--- config.mk ---
export PLATFORM = sky130hd
export DESIGN_NAME = circle_point_arbiter
export DESIGN_NICKNAME = d
export VERILOG_FILES = /design/src/rtl/circle_point_arbiter.sv
export SDC_FILE = /design/constraint.sdc
export NUM_CORES = 1
export LEC_CHECK = 0
export BUFFER_PORTS_ARGS = -buffer_cell sky130_fd_sc_hd__buf_2
export CAP_MARGIN = 20
export CELL_PAD_IN_SITES_DETAIL_PLACEMENT = 0
export CELL_PAD_IN_SITES_GLOBAL_PLACEMENT = 1
export CORE_ASPECT_RATIO = 1.2
export CORE_MARGIN = 3
export CORE_UTILIZATION = 37
export DETAILED_ROUTE_END_ITERATION = 10
export PLACE_DENSITY_LB_ADDON = 0.2
export SLEW_MARGIN = 25
export SYNTH_ARGS = -nofsm -noshare
export SYNTH_HDL_FRONTEND = slang
export SYNTH_SLANG_ARGS = --single-unit
--- constraint.sdc ---
create_clock -name clk -period 4.2 [get_ports clk]
set_clock_uncertainty 0.15 [all_clocks]
set_input_delay 0.84 -clock clk [delete_from_list [all_inputs] [get_ports clk]]
set_output_delay 0.84 -clock clk [all_outputs]
set_load 0.02 [all_outputs]
--- src/rtl/circle_point_arbiter.sv ---
// rtl/circle_point_arbiter.sv - round-robin arbiter sharing one circle point generator
//
// Purpose: grants one requester at a time, issues a single pop to the shared
// generator, routes the returned (x, y) point back to that requester, and
// slots reseed commands in between pops. A pop the generator never answers
// is aborted after TIMEOUT wait cycles and delivered with rsp_err set.
//
// Optional feature: define CIRCLE_ARB_STATS_EN to build the served-point
// counter on stat_count; otherwise stat_count is tied to zero.
//
// Ports:
//   clk, rst_n                   clock, synchronous active-low reset
//   req[NREQ]                    level request per client, held until served
//   rsp_valid[NREQ]              one-hot 1-cycle response strobe
//   rsp_id, rsp_x, rsp_y, rsp_err  response payload, held until next response
//   cfg_reseed, cfg_seed         reseed request pulse and its seed
//   cfg_busy                     reseed pending or being applied
//   gen_pop, gen_reseed, gen_seed  commands to the generator
//   gen_valid, gen_x, gen_y      generator result
//   stat_count                   count of non-error responses
module circle_point_arbiter #(
  parameter int NREQ    = 4,
  parameter int IDW     = $clog2(NREQ),
  parameter int TIMEOUT = 64
) (
  input  logic            clk,
  input  logic            rst_n,
  input  logic [NREQ-1:0] req,
  output logic [NREQ-1:0] rsp_valid,
  output logic [IDW-1:0]  rsp_id,
  output logic [31:0]     rsp_x,
  output logic [31:0]     rsp_y,
  output logic            rsp_err,
  input  logic            cfg_reseed,
  input  logic [31:0]     cfg_seed,
  output logic            cfg_busy,
  output logic            gen_pop,
  output logic            gen_reseed,
  output logic [31:0]     gen_seed,
  input  logic            gen_valid,
  input  logic [31:0]     gen_x,
  input  logic [31:0]     gen_y,
  output logic [31:0]     stat_count
);

  localparam int CW = $clog2(TIMEOUT);

  typedef enum logic [2:0] {
    S_IDLE,
    S_RESEED,
    S_ISSUE,
    S_WAIT,
    S_DELIVER
  } state_e;

  state_e          state_q, state_d;
  logic [IDW-1:0]  grant_q, grant_d;
  logic [IDW-1:0]  last_grant_q, last_grant_d;
  logic [CW-1:0]   cnt_q, cnt_d;
  logic            pend_q, pend_d;
  logic [31:0]     seed_q, seed_d;

  logic [NREQ-1:0] rsp_valid_q, rsp_valid_d;
  logic [IDW-1:0]  rsp_id_q, rsp_id_d;
  logic [31:0]     rsp_x_q, rsp_x_d;
  logic [31:0]     rsp_y_q, rsp_y_d;
  logic            rsp_err_q, rsp_err_d;
  logic            gen_pop_q, gen_pop_d;
  logic            gen_reseed_q, gen_reseed_d;
  logic [31:0]     gen_seed_q, gen_seed_d;

  // Round-robin pick: first set request searching upward from last_grant+1.
  logic            pick_found;
  logic [IDW-1:0]  pick_idx;
  logic [31:0]     idx_c;

  always_comb begin
    pick_found = 1'b0;
    pick_idx   = '0;
    idx_c      = '0;
    for (int k = 0; k < NREQ; k++) begin
      idx_c = (32'(last_grant_q) + 32'(k) + 32'd1) % 32'(NREQ);
      if (!pick_found && req[idx_c[IDW-1:0]]) begin
        pick_found = 1'b1;
        pick_idx   = idx_c[IDW-1:0];
      end
    end
  end

  // Every output is a register; the *_d values are computed for the state
  // being entered so each strobe lines up with its state's cycle.
  always_comb begin
    state_d      = state_q;
    grant_d      = grant_q;
    last_grant_d = last_grant_q;
    cnt_d        = cnt_q;
    // A reseed pulse is captured in every state; the newest seed wins.
    pend_d       = pend_q | cfg_reseed;
    seed_d       = cfg_reseed ? cfg_seed : seed_q;
    rsp_valid_d  = '0;
    rsp_id_d     = rsp_id_q;
    rsp_x_d      = rsp_x_q;
    rsp_y_d      = rsp_y_q;
    rsp_err_d    = rsp_err_q;
    gen_pop_d    = 1'b0;
    gen_reseed_d = 1'b0;
    gen_seed_d   = gen_seed_q;

    unique case (state_q)
      S_IDLE: begin
        // Using pend_d lets a reseed arriving this very cycle beat a request.
        if (pend_d) begin
          state_d      = S_RESEED;
          gen_reseed_d = 1'b1;
          gen_seed_d   = seed_d;
        end else if (pick_found) begin
          grant_d   = pick_idx;
          state_d   = S_ISSUE;
          gen_pop_d = 1'b1;
        end
      end
      S_RESEED: begin
        // A reseed landing during RESEED stays pending for another round.
        pend_d  = cfg_reseed;
        state_d = S_IDLE;
      end
      S_ISSUE: begin
        cnt_d   = '0;
        state_d = S_WAIT;
      end
      S_WAIT: begin
        if (gen_valid) begin
          rsp_x_d     = gen_x;
          rsp_y_d     = gen_y;
          rsp_err_d   = 1'b0;
          rsp_id_d    = grant_q;
          rsp_valid_d = NREQ'(1) << grant_q;
          state_d     = S_DELIVER;
        end else if (cnt_q == CW'(TIMEOUT - 1)) begin
          rsp_x_d     = '0;
          rsp_y_d     = '0;
          rsp_err_d   = 1'b1;
          rsp_id_d    = grant_q;
          rsp_valid_d = NREQ'(1) << grant_q;
          state_d     = S_DELIVER;
        end else begin
          cnt_d = cnt_q + CW'(1);
        end
      end
      S_DELIVER: begin
        last_grant_d = grant_q;
        state_d      = S_IDLE;
      end
      default: state_d = S_IDLE;
    endcase
  end

  always_ff @(posedge clk) begin
    if (!rst_n) begin
      state_q      <= S_IDLE;
      grant_q      <= '0;
      last_grant_q <= IDW'(NREQ - 1);
      cnt_q        <= '0;
      pend_q       <= 1'b0;
      seed_q       <= '0;
      rsp_valid_q  <= '0;
      rsp_id_q     <= '0;
      rsp_x_q      <= '0;
      rsp_y_q      <= '0;
      rsp_err_q    <= 1'b0;
      gen_pop_q    <= 1'b0;
      gen_reseed_q <= 1'b0;
      gen_seed_q   <= '0;
    end else begin
      state_q      <= state_d;
      grant_q      <= grant_d;
      last_grant_q <= last_grant_d;
      cnt_q        <= cnt_d;
      pend_q       <= pend_d;
      seed_q       <= seed_d;
      rsp_valid_q  <= rsp_valid_d;
      rsp_id_q     <= rsp_id_d;
      rsp_x_q      <= rsp_x_d;
      rsp_y_q      <= rsp_y_d;
      rsp_err_q    <= rsp_err_d;
      gen_pop_q    <= gen_pop_d;
      gen_reseed_q <= gen_reseed_d;
      gen_seed_q   <= gen_seed_d;
    end
  end

  assign rsp_valid  = rsp_valid_q;
  assign rsp_id     = rsp_id_q;
  assign rsp_x      = rsp_x_q;
  assign rsp_y      = rsp_y_q;
  assign rsp_err    = rsp_err_q;
  assign cfg_busy   = pend_q;
  assign gen_pop    = gen_pop_q;
  assign gen_reseed = gen_reseed_q;
  assign gen_seed   = gen_seed_q;

`ifdef CIRCLE_ARB_STATS_EN
  logic [31:0] stat_q, stat_d;

  always_comb begin
    stat_d = stat_q;
    if (state_q == S_RESEED) begin
      stat_d = '0;
    end else if (state_q == S_DELIVER && !rsp_err_q) begin
      stat_d = stat_q + 32'd1;
    end
  end

  always_ff @(posedge clk) begin
    if (!rst_n) begin
      stat_q <= '0;
    end else begin
      stat_q <= stat_d;
    end
  end

  assign stat_count = stat_q;
`else
  assign stat_count = '0;
`endif

endmodule

# Word-level counts from Yosys, hierarchy flattened
# Index checks and enable logic that the tools add are counted.
# Widths: inputs -> output; s select.
[word_totals]
memories = 0
ff_bits = 151
ramBits = 0
latchBits = 0
mem_bits_ro = 0
[classes]
add_sub_neg = 7
magnitude_cmp = 4
shift = 1
div_mod_pow = 0
muxes = 37
n_eq_ne = 9
n_reduce_logical = 17
n_mul = 0
bitwise = 4
[ops]
columns = ["cell", "n"]
rows = [
  ["$mux 32", 4],
  ["$mux 1", 13],
  ["$lt 2x3->1 const B", 4],
  ["$mux 2", 6],
  ["$mux 3", 4],
  ["$mux 6", 2],
  ["$pmux 6 s2", 1],
  ["$reduce_and 2->1", 5],
  ["$pmux 3 s3", 1],
  ["$add 2x1->2 const B", 4],
  ["$bmux 1 s2", 4],
  ["$mux 4", 2],
  ["$add 6x1->6 const B", 1],
  ["$eq 3x2->1 const B", 2],
  ["$eq 6x6->1 const B", 1],
  ["$ne 3x3->1 const B", 2],
  ["$reduce_and 3->1", 2],
  ["$add 2x2->2 const B", 2],
  ["$ne 2x2->1 const B", 2],
  ["$reduce_bool 2->1", 2],
  ["$shl 1x2->4 const A", 1],
  ["$eq 3x1->1 const B", 1],
  ["$eq 3x3->1 const B", 1],
  ["$logic_and 1x1->1", 3],
  ["other kinds (5)", 9],
]

# Logic depth before layout (Yosys ltp)
[logic_depth]
ltp_word = 16
mapped_depth = 7
mapped_depth_nobuf = 5

# Worst setup path after synthesis
# OpenSTA, ideal clock, no wires.
[synth_path]
path_kind = "input port to flip-flop"
start = "input req[1]"
end = "register grant_q[0]"
n_path_buf = 0
t_required_ns = 3.926
arrival_ns = 1.777
setup_slack_ns = 2.149
stages = 4
path_cell_list = "or4_1 -> and3_1 -> o21ai_0 -> a21oi_1"
[synth_between]
elab_chain_len = 13
[synth_lines]
columns = ["element", "line", "source"]
rows = [
  ["start: declaration", "28", "input logic [NREQ-1:0] req,"],
  ["$bmux 1 s2", "83", "if (!pick_found && req[idx_c[IDW-1:0]]) begin"],
  ["$mux 1 (not written as such)", "83", ""],
  ["$mux 1", "83", ""],
  ["$logic_not 1->1", "83", ""],
  ["$logic_and 1x1->1", "83", ""],
  ["$mux 1", "83", ""],
  ["$logic_not 1->1", "83", ""],
  ["$logic_and 1x1->1", "83", ""],
  ["$mux 1", "83", ""],
  ["$logic_not 1->1", "83", ""],
  ["$logic_and 1x1->1", "83", ""],
  ["$mux 1", "83", ""],
  ["$reduce_and 3->1 (no line)", "-", ""],
  ["end signal: assignment", "176", "grant_q <= grant_d;"],
  ["end: declaration", "57", "logic [IDW-1:0] grant_q, grant_d;"],
]
# Parallel ways exist; a longest one is shown, timed or not. The select of a mux whose other input is x is not followed.
# A chain may end at the register's enable or synchronous reset.

# Final worst setup path
[layout_path]
start = "register state_q[1]"
end = "register rsp_y_q[19], in the netlist rsp_y[19]"
[layout_between]
elab_chain_len = 2
[layout_lines]
columns = ["element", "line", "source"]
rows = [
  ["start: declaration", "56", "state_e state_q, state_d;"],
  ["start signal: assignment", "175", "state_q <= state_d;"],
  ["$eq 3x2->1", "109", "unique case (state_q)"],
  ["$reduce_and 2->1 (no line)", "-", ""],
  ["end signal: assignment", "184", "rsp_y_q <= rsp_y_d;"],
  ["end: declaration", "66", "logic [31:0] rsp_y_q, rsp_y_d;"],
]
# Every way passes these cells.

==> summary.md <==
| Metric | Value |
|---|---|
| Synth Area per Inst | `8.98 sq um` |
| Number of port buffers | `209` |
| Crit-path slowest cell | `nand3_2` |
| Async SR Flop Fraction | `0%` |
| CP Buf/Inv Count | `1` |
| Worst-path clk slew | `0.06 ns` |
| RSZ-0062 raised after global routing | `no` |
| Maximum number of pins on one net before global-route repair | `75` |
| Worst EP required | `4.37 ns` |
| Slew @ Worst Pin | `1.04 ns` |
| Inserted Clock Buffers | `17` |
| Starting density of the core | `38.1%` |
| TritonCTS clock tree | `built` |
| Reg2Reg Capture Point | `rsp_y[19]` |
| Rows | `49` |
| Resized Gates After CTS | `0` |
| Max-slew headroom | `30.5%` |
| Die H | `143 um` |
| Wire per inst | `13.9 um` |
| Drt drc | `0` |
| First drt pass iteration count | `5` |
| Leak | `0.00343 uW` |
| Hold/Removal Path Class | `register to register` |
| Core Footprint | `15100 sq um` |
| Layout Nets | `928` |
| Vias | `4977` |
| Crit end category | `register` |
| Synth-to-layout area growth | `27.5%` |
| Status | `complete, no violations` |
| Slowest Stage Delay on Critical Path | `0.84 ns` |
| Post-Route WL | `14500 um` |
| Seq cells post-synth | `151` |
| DR vias/cell | `4.79` |
| Post-Synthesis Cells | `642` |
| Maximum root-to-sink buffer count | `2` |
| Global-route wire length before repair | `22800 um` |
| Gr ovfl total | `0` |
| CP Cell Sequence | `and2b_1 > nand3_2 > buf_4 > o22ai_1` |
| FF-to-FF path depth | `4` |
| Setup crit start | `state_q[1]` |
| GP Congestion | `0.755` |
| Most used DFF post-synth | `dfxtp_1` |
| Worst vdd ir | `0.000318 V` |
| # diodes | `0` |
| Crit-path max FO | `50` |
| Worst hold stages | `2` |
| H-tree Lvls | `4` |
| Non-filler cells, final | `1039` |
| Dpl ws | `1.34 ns` |
| # Post-CTS Setup Buffers | `0` |
| Initial antenna violation count | `1` |
| Data arrival, critical path | `2.78 ns` |
| Clk sinks | `151` |
| Tmin final | `2.61 ns` |
| Global-route usage over all layers | `16.4%` |
| Number of global-route vias before repair | `4667` |
| Fin. Hold Viols | `0` |
| Root buffer cell | `clkbuf_16` |
| CP top delay family | `simple AND/OR/NAND/NOR gates` |
| Yosys warning count | `0` |
| HPWL after DPL | `10100 um` |
| PnR worst setup slack | `1.59 ns` |
| R2R Path Start | `state_q[1]` |
| Num ports | `242` |
| Number of flops mapped to enable cells by yosys | `0` |
| Routed Antenna Nets | `0` |
| Critical path class | `register to register` |
| Fin Setup TNS | `0 ns` |
| Clock Latency Late Sink | `0.41 ns` |
| Layout Utilization | `48.5%` |
| 1st-iter DRT viols | `251` |
| Max-Cap Viols | `0` |
| Period utilization | `62.1%` |
| Die footprint | `17100 sq um` |
| Seq/Total Area, Yosys | `52.5%` |
| Reg2Reg Setup Slack | `1.59 ns` |
| Final setup violation count | `0` |
| Hold_buf cts | `0` |
| Capture point of the critical path | `rsp_y[19]` |
| Max-slew violations | `0` |
| Worst Setup Start Kind | `register` |
| Die X | `120 um` |
| Pwr/cell area | `488 nW/um^2` |
| Post-Syn Area | `5760 sq um` |
| Cells after DPL | `1008` |
| FMAX | `383 MHz` |
| Layout cells sized above 1 | `29.9%` |
| Synth unique cells | `43` |
| Levels on crit path | `4` |
## area by class of cell
type / instances / area, sq um
fillers: 1544 / 7800
flip-flops and latches: 151 / 3020
multi-input cells: 435 / 2350
repair buffers: 213 / 1080
clock buffers: 21 / 450
well taps: 204 / 255
clock inverters: 10 / 170
inverters: 5 / 21.3
## worst register-to-register path, delay by kind of cell, from the launching register on
family / cells / cell delay (ns)
and+or+nand+nor: 2 / 1.20
buffers and inverters: 1 / 0.56
DFF: 1 / 0.40
AOI/OAI and AO/OA: 1 / 0.21
## through the flow
step	area, sq um	total power (uW)	hold WS (ns)
2_1_floorplan	5880	1910	0.306
6_report	7350	3590	0.307
3_5_place_dp	6730	2030	0.300
3_3_place_gp	6720	2020	0.293
4_1_cts	7350	3640	0.312
5_1_grt	7350	3750	0.334
## synthesized netlist by cell type (2+ instances only)
cell type  instances  area (sq um)
nand3_1           10          50.1
buf_2             17          85.1
nor3_1             2          10.0
nand4_1            2          12.5
or4_1              2          15.0
nand2b_1           3          18.8
inv_1              4          15.0
a211oi_1          32           240
nor2_1            73           274
a21oi_1            7          35.0
clkbuf_1          24          90.1
buf_6              6          67.6
and3_1             3          18.8
nand2_1          141           529
mux2i_1           36           360
dfxtp_1          151          3020
a31oi_1            2          12.5
buf_4             35           263
o22ai_1           65           407
xor2_1             2          17.5
o21ai_0            3          15.0
## cell usage in the layout (no fill, tap or decap), drive strengths merged, types with 2 or more instances in the layout
| master | n |
|---|---|
| bufinv | 4 |
| a211oi | 32 |
| and3 | 4 |
| a21oi | 7 |
| nand4 | 2 |
| o22ai | 65 |
| nor2 | 73 |
| buf | 213 |
| nand2b | 3 |
| o21ai | 3 |
| mux2i | 36 |
| clkbuf | 21 |
| inv | 7 |
| nand2 | 141 |
| clkinv | 2 |
| xor2 | 2 |
| nor3 | 3 |
| nand3 | 10 |
| clkinvlp | 2 |
| dfxtp | 151 |
| or4 | 2 |
| conb | 32 |
| a31oi | 2 |
## worst min path at each step
stage | startpoint | end | slack [ns]
floorplan | seed_q[0] | seed_q[0] | 0.31
global placement | rsp_id[1] | rsp_id[1] | 0.29
detailed placement | rsp_id[0] | rsp_id[0] | 0.30
CTS | rsp_id[0] | rsp_id[0] | 0.31
global route | rsp_id[0] | rsp_id[0] | 0.33
finish | rsp_id[0] | rsp_id[0] | 0.31
## kinds of logic after synthesis
kind of cell               after synthesis  share of synthesized area (%)
buffers and inverters                   87                           9.10
and+or+nand+nor                        246                           17.5
xor gates and xnor gates                 2                          0.304
DFF                                    151                           52.5
AOI/OAI and AO/OA                      118                           14.1
adders and majority gates                1                          0.217
muxes                                   36                           6.25
other                                    1                         0.0651
## sequential cells by signal, summed over array words and instances, names as in the netlist
signal        flops
rsp_x            32
gen_reseed        1
last_grant_q      2
cfg_busy          1
cnt_q             6
seed_q           32
grant_q           2
rsp_y            32
gen_seed         32
gen_pop           1
rsp_id            2
rsp_err           1
rsp_valid         4
state_q           3
## metal layers
layer	global-route usage [%]	up-vias	part of all wire, %
met5	0	-	0.090
met4	6.51	2	1.9
met3	6.34	28	9.0
met2	26.4	198	46
met1	19.8	2244	43
li1	-	2505	-
## power breakdown
group	internal [uW]	switching, uW	leakage, uW
Combinational	153	288	0.00190
Sequential	1510	41.8	0.00123
Clock	1010	578	0.000294
(Power assumes the default switching activity.)
